$ cat config.mk
export PLATFORM = sky130hd
export DESIGN_NAME = ucie_ctl_tx_path
export DESIGN_NICKNAME = d
export VERILOG_FILES = /design/src/rtl/ucie_ctl_pkg.sv /design/src/rtl/ucie_ctl_tx_fifo.sv /design/src/rtl/ucie_ctl_tx_path.sv
export SDC_FILE = /design/constraint.sdc
export NUM_CORES = 1
export LEC_CHECK = 0
export ABC_AREA = 1
export BUFFER_PORTS_ARGS = -buffer_cell sky130_fd_sc_hd__buf_2
export CAP_MARGIN = 20
export CORE_ASPECT_RATIO = 1.2
export CORE_MARGIN = 5
export CORE_UTILIZATION = 25
export DETAILED_ROUTE_END_ITERATION = 8
export HOLD_SLACK_MARGIN = 0.02
export SLEW_MARGIN = 20
export SYNTH_ARGS = -nofsm -noshare
export SYNTH_HDL_FRONTEND = slang
export SYNTH_SLANG_ARGS = --single-unit
$ cat constraint.sdc
create_clock -name i_clk -period 7.2 [get_ports i_clk]
set_input_delay 0.72 -clock i_clk [delete_from_list [all_inputs] [get_ports i_clk]]
set_output_delay 0.72 -clock i_clk [all_outputs]
set_load 0.005 [all_outputs]
$ cat src/rtl/ucie_ctl_pkg.sv
// ---------------------------------------------------------------------------
// ucie_ctl_pkg
// Shared definitions for the UCIe controller TX and RX paths.
//   - REQ_* : link state request codes carried on *_state_request
//   - tx_state_t : TX FSM state encoding, also exported on o_tx_state
//   - req_is_teardown / req_is_low_power : request classification helpers
// ---------------------------------------------------------------------------
package ucie_ctl_pkg;

    localparam logic [3:0] REQ_NOP       = 4'b0000;
    localparam logic [3:0] REQ_ACTIVE    = 4'b0001;
    localparam logic [3:0] REQ_L1        = 4'b0100;
    localparam logic [3:0] REQ_L2        = 4'b1000;
    localparam logic [3:0] REQ_LINKRESET = 4'b1001;
    localparam logic [3:0] REQ_DISABLE   = 4'b1100;

    typedef enum logic [1:0] {
        TX_IDLE   = 2'b00,
        TX_ACTIVE = 2'b01,
        TX_DRAIN  = 2'b10,
        TX_ERROR  = 2'b11
    } tx_state_t;

    // LINKRESET and DISABLE both tear the path down and discard buffered flits.
    function automatic logic req_is_teardown(input logic [3:0] req);
        return (req == REQ_LINKRESET) || (req == REQ_DISABLE);
    endfunction

    function automatic logic req_is_low_power(input logic [3:0] req);
        return (req == REQ_L1) || (req == REQ_L2);
    endfunction

endpackage

$ cat src/rtl/ucie_ctl_tx_fifo.sv
// ---------------------------------------------------------------------------
// ucie_ctl_tx_fifo
// Small synchronous FIFO buffering TX flits between FDI and RDI.
// Ports:
//   i_clk, i_rst   clock, synchronous active-high reset
//   push, wr_data  write wr_data at the tail (ignored when full)
//   pop            drop the head entry (ignored when empty)
//   flush          discard all entries; wins over push/pop
//   head_data      combinational head entry, 0 when empty
//   full, empty    occupancy flags
//   count          number of entries held (AW+1 bits)
// ---------------------------------------------------------------------------
module ucie_ctl_tx_fifo #(
    parameter  int NBYTES = 8,
    parameter  int DEPTH  = 4,
    localparam int AW     = $clog2(DEPTH)
) (
    input  logic                  i_clk,
    input  logic                  i_rst,
    input  logic                  push,
    input  logic                  pop,
    input  logic                  flush,
    input  logic [NBYTES*8-1:0]   wr_data,
    output logic [NBYTES*8-1:0]   head_data,
    output logic                  full,
    output logic                  empty,
    output logic [AW:0]           count
);

    logic [NBYTES*8-1:0] mem [DEPTH];
    logic [AW-1:0]       wr_ptr;
    logic [AW-1:0]       rd_ptr;
    logic                do_push;
    logic                do_pop;

    assign full      = (count == (AW+1)'(DEPTH));
    assign empty     = (count == '0);
    assign do_push   = push && !full && !flush;
    assign do_pop    = pop && !empty && !flush;
    assign head_data = empty ? '0 : mem[rd_ptr];

    // Storage carries no reset; occupancy alone decides what is visible.
    always_ff @(posedge i_clk) begin
        if (do_push) begin
            mem[wr_ptr] <= wr_data;
        end
    end

    always_ff @(posedge i_clk) begin
        if (i_rst || flush) begin
            wr_ptr <= '0;
            rd_ptr <= '0;
            count  <= '0;
        end else begin
            if (do_push) begin
                wr_ptr <= wr_ptr + AW'(1);
            end
            if (do_pop) begin
                rd_ptr <= rd_ptr + AW'(1);
            end
            case ({do_push, do_pop})
                2'b10:   count <= count + (AW+1)'(1);
                2'b01:   count <= count - (AW+1)'(1);
                default: count <= count;
            endcase
        end
    end

endmodule

$ cat src/rtl/ucie_ctl_tx_path.sv
// ---------------------------------------------------------------------------
// ucie_ctl_tx_path
// TX direction of the UCIe controller: FDI flits are buffered and forwarded
// to the RDI, gated by a link-state FSM.
// Ports:
//   i_clk, i_rst          clock, synchronous active-high reset
//   i_state_request       requested link state (REQ_* codes, others = NOP)
//   i_fdi_lp_data/valid   flit from protocol layer
//   o_fdi_pl_trdy         flit accepted this cycle when valid is high
//   o_rdi_lp_data/valid   head flit towards the adapter (data 0 when empty)
//   i_rdi_pl_trdy         adapter accepts the head flit
//   o_overflow_detected   sticky: flit offered while full in ACTIVE
//   o_buffer_empty        FIFO holds no entries
//   o_tx_state            current FSM state
//
// state     | meaning
// ----------+--------------------------------------------------------------
// TX_IDLE   | link down, FIFO held empty, nothing accepted or sent
// TX_ACTIVE | accept from FDI while not full, forward to RDI
// TX_DRAIN  | low-power entry: stop accepting, forward what remains
// TX_ERROR  | overflow seen: both sides stalled until LINKRESET/DISABLE
// ---------------------------------------------------------------------------
module ucie_ctl_tx_path
    import ucie_ctl_pkg::*;
#(
    parameter  int NBYTES = 8,
    parameter  int DEPTH  = 4,
    localparam int AW     = $clog2(DEPTH)
) (
    input  logic                  i_clk,
    input  logic                  i_rst,
    input  logic [3:0]            i_state_request,
    input  logic [NBYTES*8-1:0]   i_fdi_lp_data,
    input  logic                  i_fdi_lp_valid,
    output logic                  o_fdi_pl_trdy,
    output logic [NBYTES*8-1:0]   o_rdi_lp_data,
    output logic                  o_rdi_lp_valid,
    input  logic                  i_rdi_pl_trdy,
    output logic                  o_overflow_detected,
    output logic                  o_buffer_empty,
    output logic [1:0]            o_tx_state
);

    tx_state_t   state;
    logic        full;
    logic        empty;
    logic [AW:0] count;
    logic        push;
    logic        pop;
    logic        flush;
    logic        teardown;
    logic        ovf_event;

    assign teardown       = req_is_teardown(i_state_request);
    assign o_fdi_pl_trdy  = (state == TX_ACTIVE) && !full;
    assign o_rdi_lp_valid = !empty && ((state == TX_ACTIVE) || (state == TX_DRAIN));
    assign push           = i_fdi_lp_valid && o_fdi_pl_trdy;
    assign pop            = o_rdi_lp_valid && i_rdi_pl_trdy;
    assign ovf_event      = (state == TX_ACTIVE) && i_fdi_lp_valid && full;
    // IDLE keeps the FIFO clear; a teardown request discards from any state.
    assign flush          = (state == TX_IDLE) || teardown;
    assign o_buffer_empty = empty;
    assign o_tx_state     = state;

    ucie_ctl_tx_fifo #(
        .NBYTES (NBYTES),
        .DEPTH  (DEPTH)
    ) u_fifo (
        .i_clk     (i_clk),
        .i_rst     (i_rst),
        .push      (push),
        .pop       (pop),
        .flush     (flush),
        .wr_data   (i_fdi_lp_data),
        .head_data (o_rdi_lp_data),
        .full      (full),
        .empty     (empty),
        .count     (count)
    );

    always_ff @(posedge i_clk) begin
        if (i_rst) begin
            state               <= TX_IDLE;
            o_overflow_detected <= 1'b0;
        end else begin
            if (ovf_event) begin
                o_overflow_detected <= 1'b1;
            end
            unique case (state)
                TX_IDLE: begin
                    if (i_state_request == REQ_ACTIVE) begin
                        state <= TX_ACTIVE;
                    end
                end
                TX_ACTIVE: begin
                    if (teardown) begin
                        state <= TX_IDLE;
                    end else if (ovf_event) begin
                        state <= TX_ERROR;
                    end else if (req_is_low_power(i_state_request)) begin
                        state <= TX_DRAIN;
                    end
                end
                TX_DRAIN: begin
                    if (teardown) begin
                        state <= TX_IDLE;
                    end else if (empty || (count == (AW+1)'(1) && pop)) begin
                        state <= TX_IDLE;
                    end else if (i_state_request == REQ_ACTIVE) begin
                        state <= TX_ACTIVE;
                    end
                end
                TX_ERROR: begin
                    if (teardown) begin
                        state               <= TX_IDLE;
                        o_overflow_detected <= 1'b0;
                    end
                end
            endcase
        end
    end

endmodule
==> metrics.log <==
INFO  metric synth_common_cells = 281 x sky130_fd_sc_hd__nor2_1, 256 x sky130_fd_sc_hd__edfxtp_1, 94 x sky130_fd_sc_hd__o21ai_1, 69 x sky130_fd_sc_hd__a21oi_1, 35 x sky130_fd_sc_hd__o21ai_0
INFO  metric worstPathMaxFanout = 66
INFO  metric worstReg2RegStart = u_fifo.count[0]
INFO  metric grt_pass1_vias = 7,039
INFO  metric synth.lib_cells_used.distinct = 29
INFO  metric hold-path-endpoint = u_fifo.mem[1][23]
INFO  metric ys.flop_type = sky130_fd_sc_hd__edfxtp_1
INFO  metric syn_avg_cell_area = 12.1 um^2
INFO  metric areaGrowthSynthToFinish = 20.7%
INFO  metric power.static_leakage = 4.62 nW
INFO  metric layout_min_cycle_time = 3.68 ns
INFO  metric worst_skew_pair.late_latency = roughly 0.53 ns
INFO  metric numCtsBuffers = 26
INFO  metric regToRegSetupSlack = approximately 4.6 ns
INFO  metric syn-num-nets = around 970
INFO  metric remaining_drc_errors = 0
INFO  metric max_cap_viol_count = 0
INFO  metric die_height = 237 um
INFO  metric portBuffers = 141
INFO  metric drtIter0Drc = 439
INFO  metric cts.hold.buffers_added = 0
INFO  metric crit-reg2reg-capture = u_fifo.mem[3][48]
INFO  metric clockBufferDepth = 3
INFO  metric post_synth_main_area_contributors = sky130_fd_sc_hd__edfxtp_1 72%, sky130_fd_sc_hd__nor2_1 9.8%, sky130_fd_sc_hd__o21ai_1 4.4%
INFO  metric cell_with_the_most_instances_after_synthesis = sky130_fd_sc_hd__nor2_1
INFO  metric synth.largest_area_cell = sky130_fd_sc_hd__edfxtp_1
INFO  metric final_min_period_over_clock_period = 0.511
INFO  metric vdd_drop_max = 0.143 mV
INFO  metric timing_worst_setup_path_type = reg2out
INFO  metric hold_path.class = in2reg
INFO  metric run_status = finished clean
INFO  metric critical_path_arrival = 2.96 ns
INFO  metric route.detailed.vias_per_inst = ~4.4
INFO  metric rows = 83
INFO  metric core_region_area = roughly 43,000 um^2
INFO  metric holdPathStages = 1
INFO  metric cts_max_level = 1
INFO  metric setup_total_negative_slack = 0 ns
INFO  metric tritoncts_num_sinks = 268
INFO  metric critPathCaptureType = output port
INFO  metric synth_largest_type_area_fraction = 0.717
INFO  metric drt-pass1-iter-count = 4
INFO  metric mappedNetlistArea = 10,700 um^2
INFO  metric post-route-cell-area = between 10,000 and 15,000 um^2
INFO  metric synth_warnings = 0
INFO  metric finalNetCount = between 1,000 and 1,500
INFO  metric number_of_gates_given_a_new_drive_strength_after_cts = 0
INFO  metric cellPowerDensity = 248 nW/um^2
INFO  metric globalRouteOverflowTotal = 0
INFO  metric clock_skew = 0.00732 ns
INFO  metric slew_headroom = 0.300
INFO  metric ys_ff_latch = about 270
INFO  metric worstPathRequired = 6.48 ns
INFO  metric synthesis.instances = around 900
INFO  metric synth-async-reset-ratio = 0
INFO  metric tritoncts = done
INFO  metric placement.cell_area = 12,000 um^2
INFO  metric timing_worst_slew_pin_value = approximately 1.1 ns
INFO  metric synth_edf_count = 256
INFO  metric gp_congestion = between 0.7 and 0.8
INFO  metric worst_setup_hold_path_clk_slew = roughly 0.060 ns
INFO  metric layout-drive-gt1-share = 0.207
INFO  metric detailroute.via_count = 6,911
INFO  metric final_hold_viol_count = 0
INFO  metric max_clock_freq = 272 MHz
INFO  metric detail_route.wirelength = 25,800 um
INFO  metric floorplan.io_pins = 142
INFO  metric clk_root_buffer_cell = sky130_fd_sc_hd__clkbuf_16
INFO  metric rr_worst_depth = 10
INFO  metric holdCritStartpoint = i_fdi_lp_data[23]
INFO  metric chipWidth = 199 um
INFO  metric dp.final_hpwl = 15,000 um
INFO  metric critical_path.max_stage_delay = about 0.68 ns
INFO  metric timing.critical_path.from_type = flip-flop
INFO  metric grt_max_degree = 86
INFO  metric routed_wire_length_per_instance = 16.2 um
INFO  metric timing.final.setup_violations = 0
INFO  metric route.antenna.remaining_nets = 0
INFO  metric first_pass_grt_wire_length = 39,400 um
INFO  metric grt_total_usage = 0.106
INFO  metric report.final.slew_viol_count = 0
INFO  metric floorplan.die_area = 47,100 um^2
INFO  metric worst_path_max_delay_cell = sky130_fd_sc_hd__buf_4
INFO  metric grt_setup_unrepaired = false
INFO  metric antenna_found_initial = 6
INFO  metric crit_chain = inv_4, buf_4, o21ai_0, a21oi_1, buf_2
INFO  metric postCtsSetupBuffers = 0
INFO  metric synth-seq-area-share = 0.740
INFO  metric initial_utilization = 0.252
critical path: cells and delay by family (launching register included):
family	cells	cell delay, ns
compound gates	2	0.47
buf+inv	3	1.38
flops	1	0.49
routing by layer:
layer	global-route usage	part of all wire
met1	0.133	0.44
met5	0	0.0019
met3	0.0258	0.051
met4	0.0296	0.022
met2	0.181	0.49
worst max-delay path by stage:
stage	cells past startpoint	endpoint	slack [ns]	start
finish	5	o_rdi_lp_data[7]	3.52	flip-flop
global route	5	o_rdi_lp_data[7]	3.22	flip-flop
CTS	5	o_rdi_lp_data[7]	3.42	flip-flop
detailed placement	5	o_rdi_lp_data[7]	4.00	flip-flop
global placement	5	o_rdi_lp_data[7]	4.03	flip-flop
floorplan	9	u_fifo.mem[0][0]	2.71	i_state_request[3]
power breakdown:
part | internal (W) | switching (W) | leakage [nW]
sequential | 0.00171 | 0.00000180 | 2.40
combinational | 0.0000233 | 0.0000402 | 1.78
clock | 0.000880 | 0.000555 | 0.444
total | 0.00261 | 0.000597 | 4.62
final cells by class:
type                       count  area [um^2]
sequential                   268         7930
tap                          552          691
clock inverter                15          195
multi-input combinational    534         2490
timing repair buffer         151          781
clock buffer                  33          718
antenna                        1         2.50
fill                        4326        29600
inverter                      33          126
placed cells by master (no fill, tap or decap), drive strengths merged:
cell,instances
nand3,5
clkinv,9
nor2,285
o21ai,129
bufinv,5
or2,1
diode,1
a21oi,70
ha,13
clkbuf,33
nand2,22
o21a,1
buf,151
a211oi,1
inv,33
dfxtp,12
xor2,1
clkinvlp,1
a31oi,1
nor3,3
a221oi,1
edfxtp,256
xnor2,1
stage by stage:
step | setup slack [ns] | total power [W] | hold slack [ns] | utilization | instances
after floorplan | 2.71 | 0.00177 | 0.458 | - | 883
after global placement | 4.03 | 0.00180 | 0.460 | 0.282 | 1538
after global routing | 3.22 | 0.00332 | 0.383 | 0.304 | 1586
final | 3.52 | 0.00321 | 0.406 | 0.304 | 1587
after CTS | 3.42 | 0.00325 | 0.369 | 0.304 | 1586
after detailed placement | 4.00 | 0.00181 | 0.463 | 0.282 | 1538
flip-flops by register name, summed over array words and instances, names as in the netlist, named ones only:
signal and count:
u_fifo.mem 256, o_overflow_detected 1, u_fifo.wr_ptr 2, o_tx_state 2, u_fifo.rd_ptr 2, u_fifo.count 3
cell families (layout without fill, tap and decap cells):
kind of cell,Yosys count,after routing,synth area share
AOI/OAI and AO/OA,203,203,0.0972
xor gates and xnor gates,2,2,0.00163
and+or+nand+nor,316,316,0.115
other,0,1,0
buffers and inverters,81,232,0.0316
adders and majority gates,13,13,0.0152
DFF,268,268,0.740
Power figures use the tool's default switching activity.
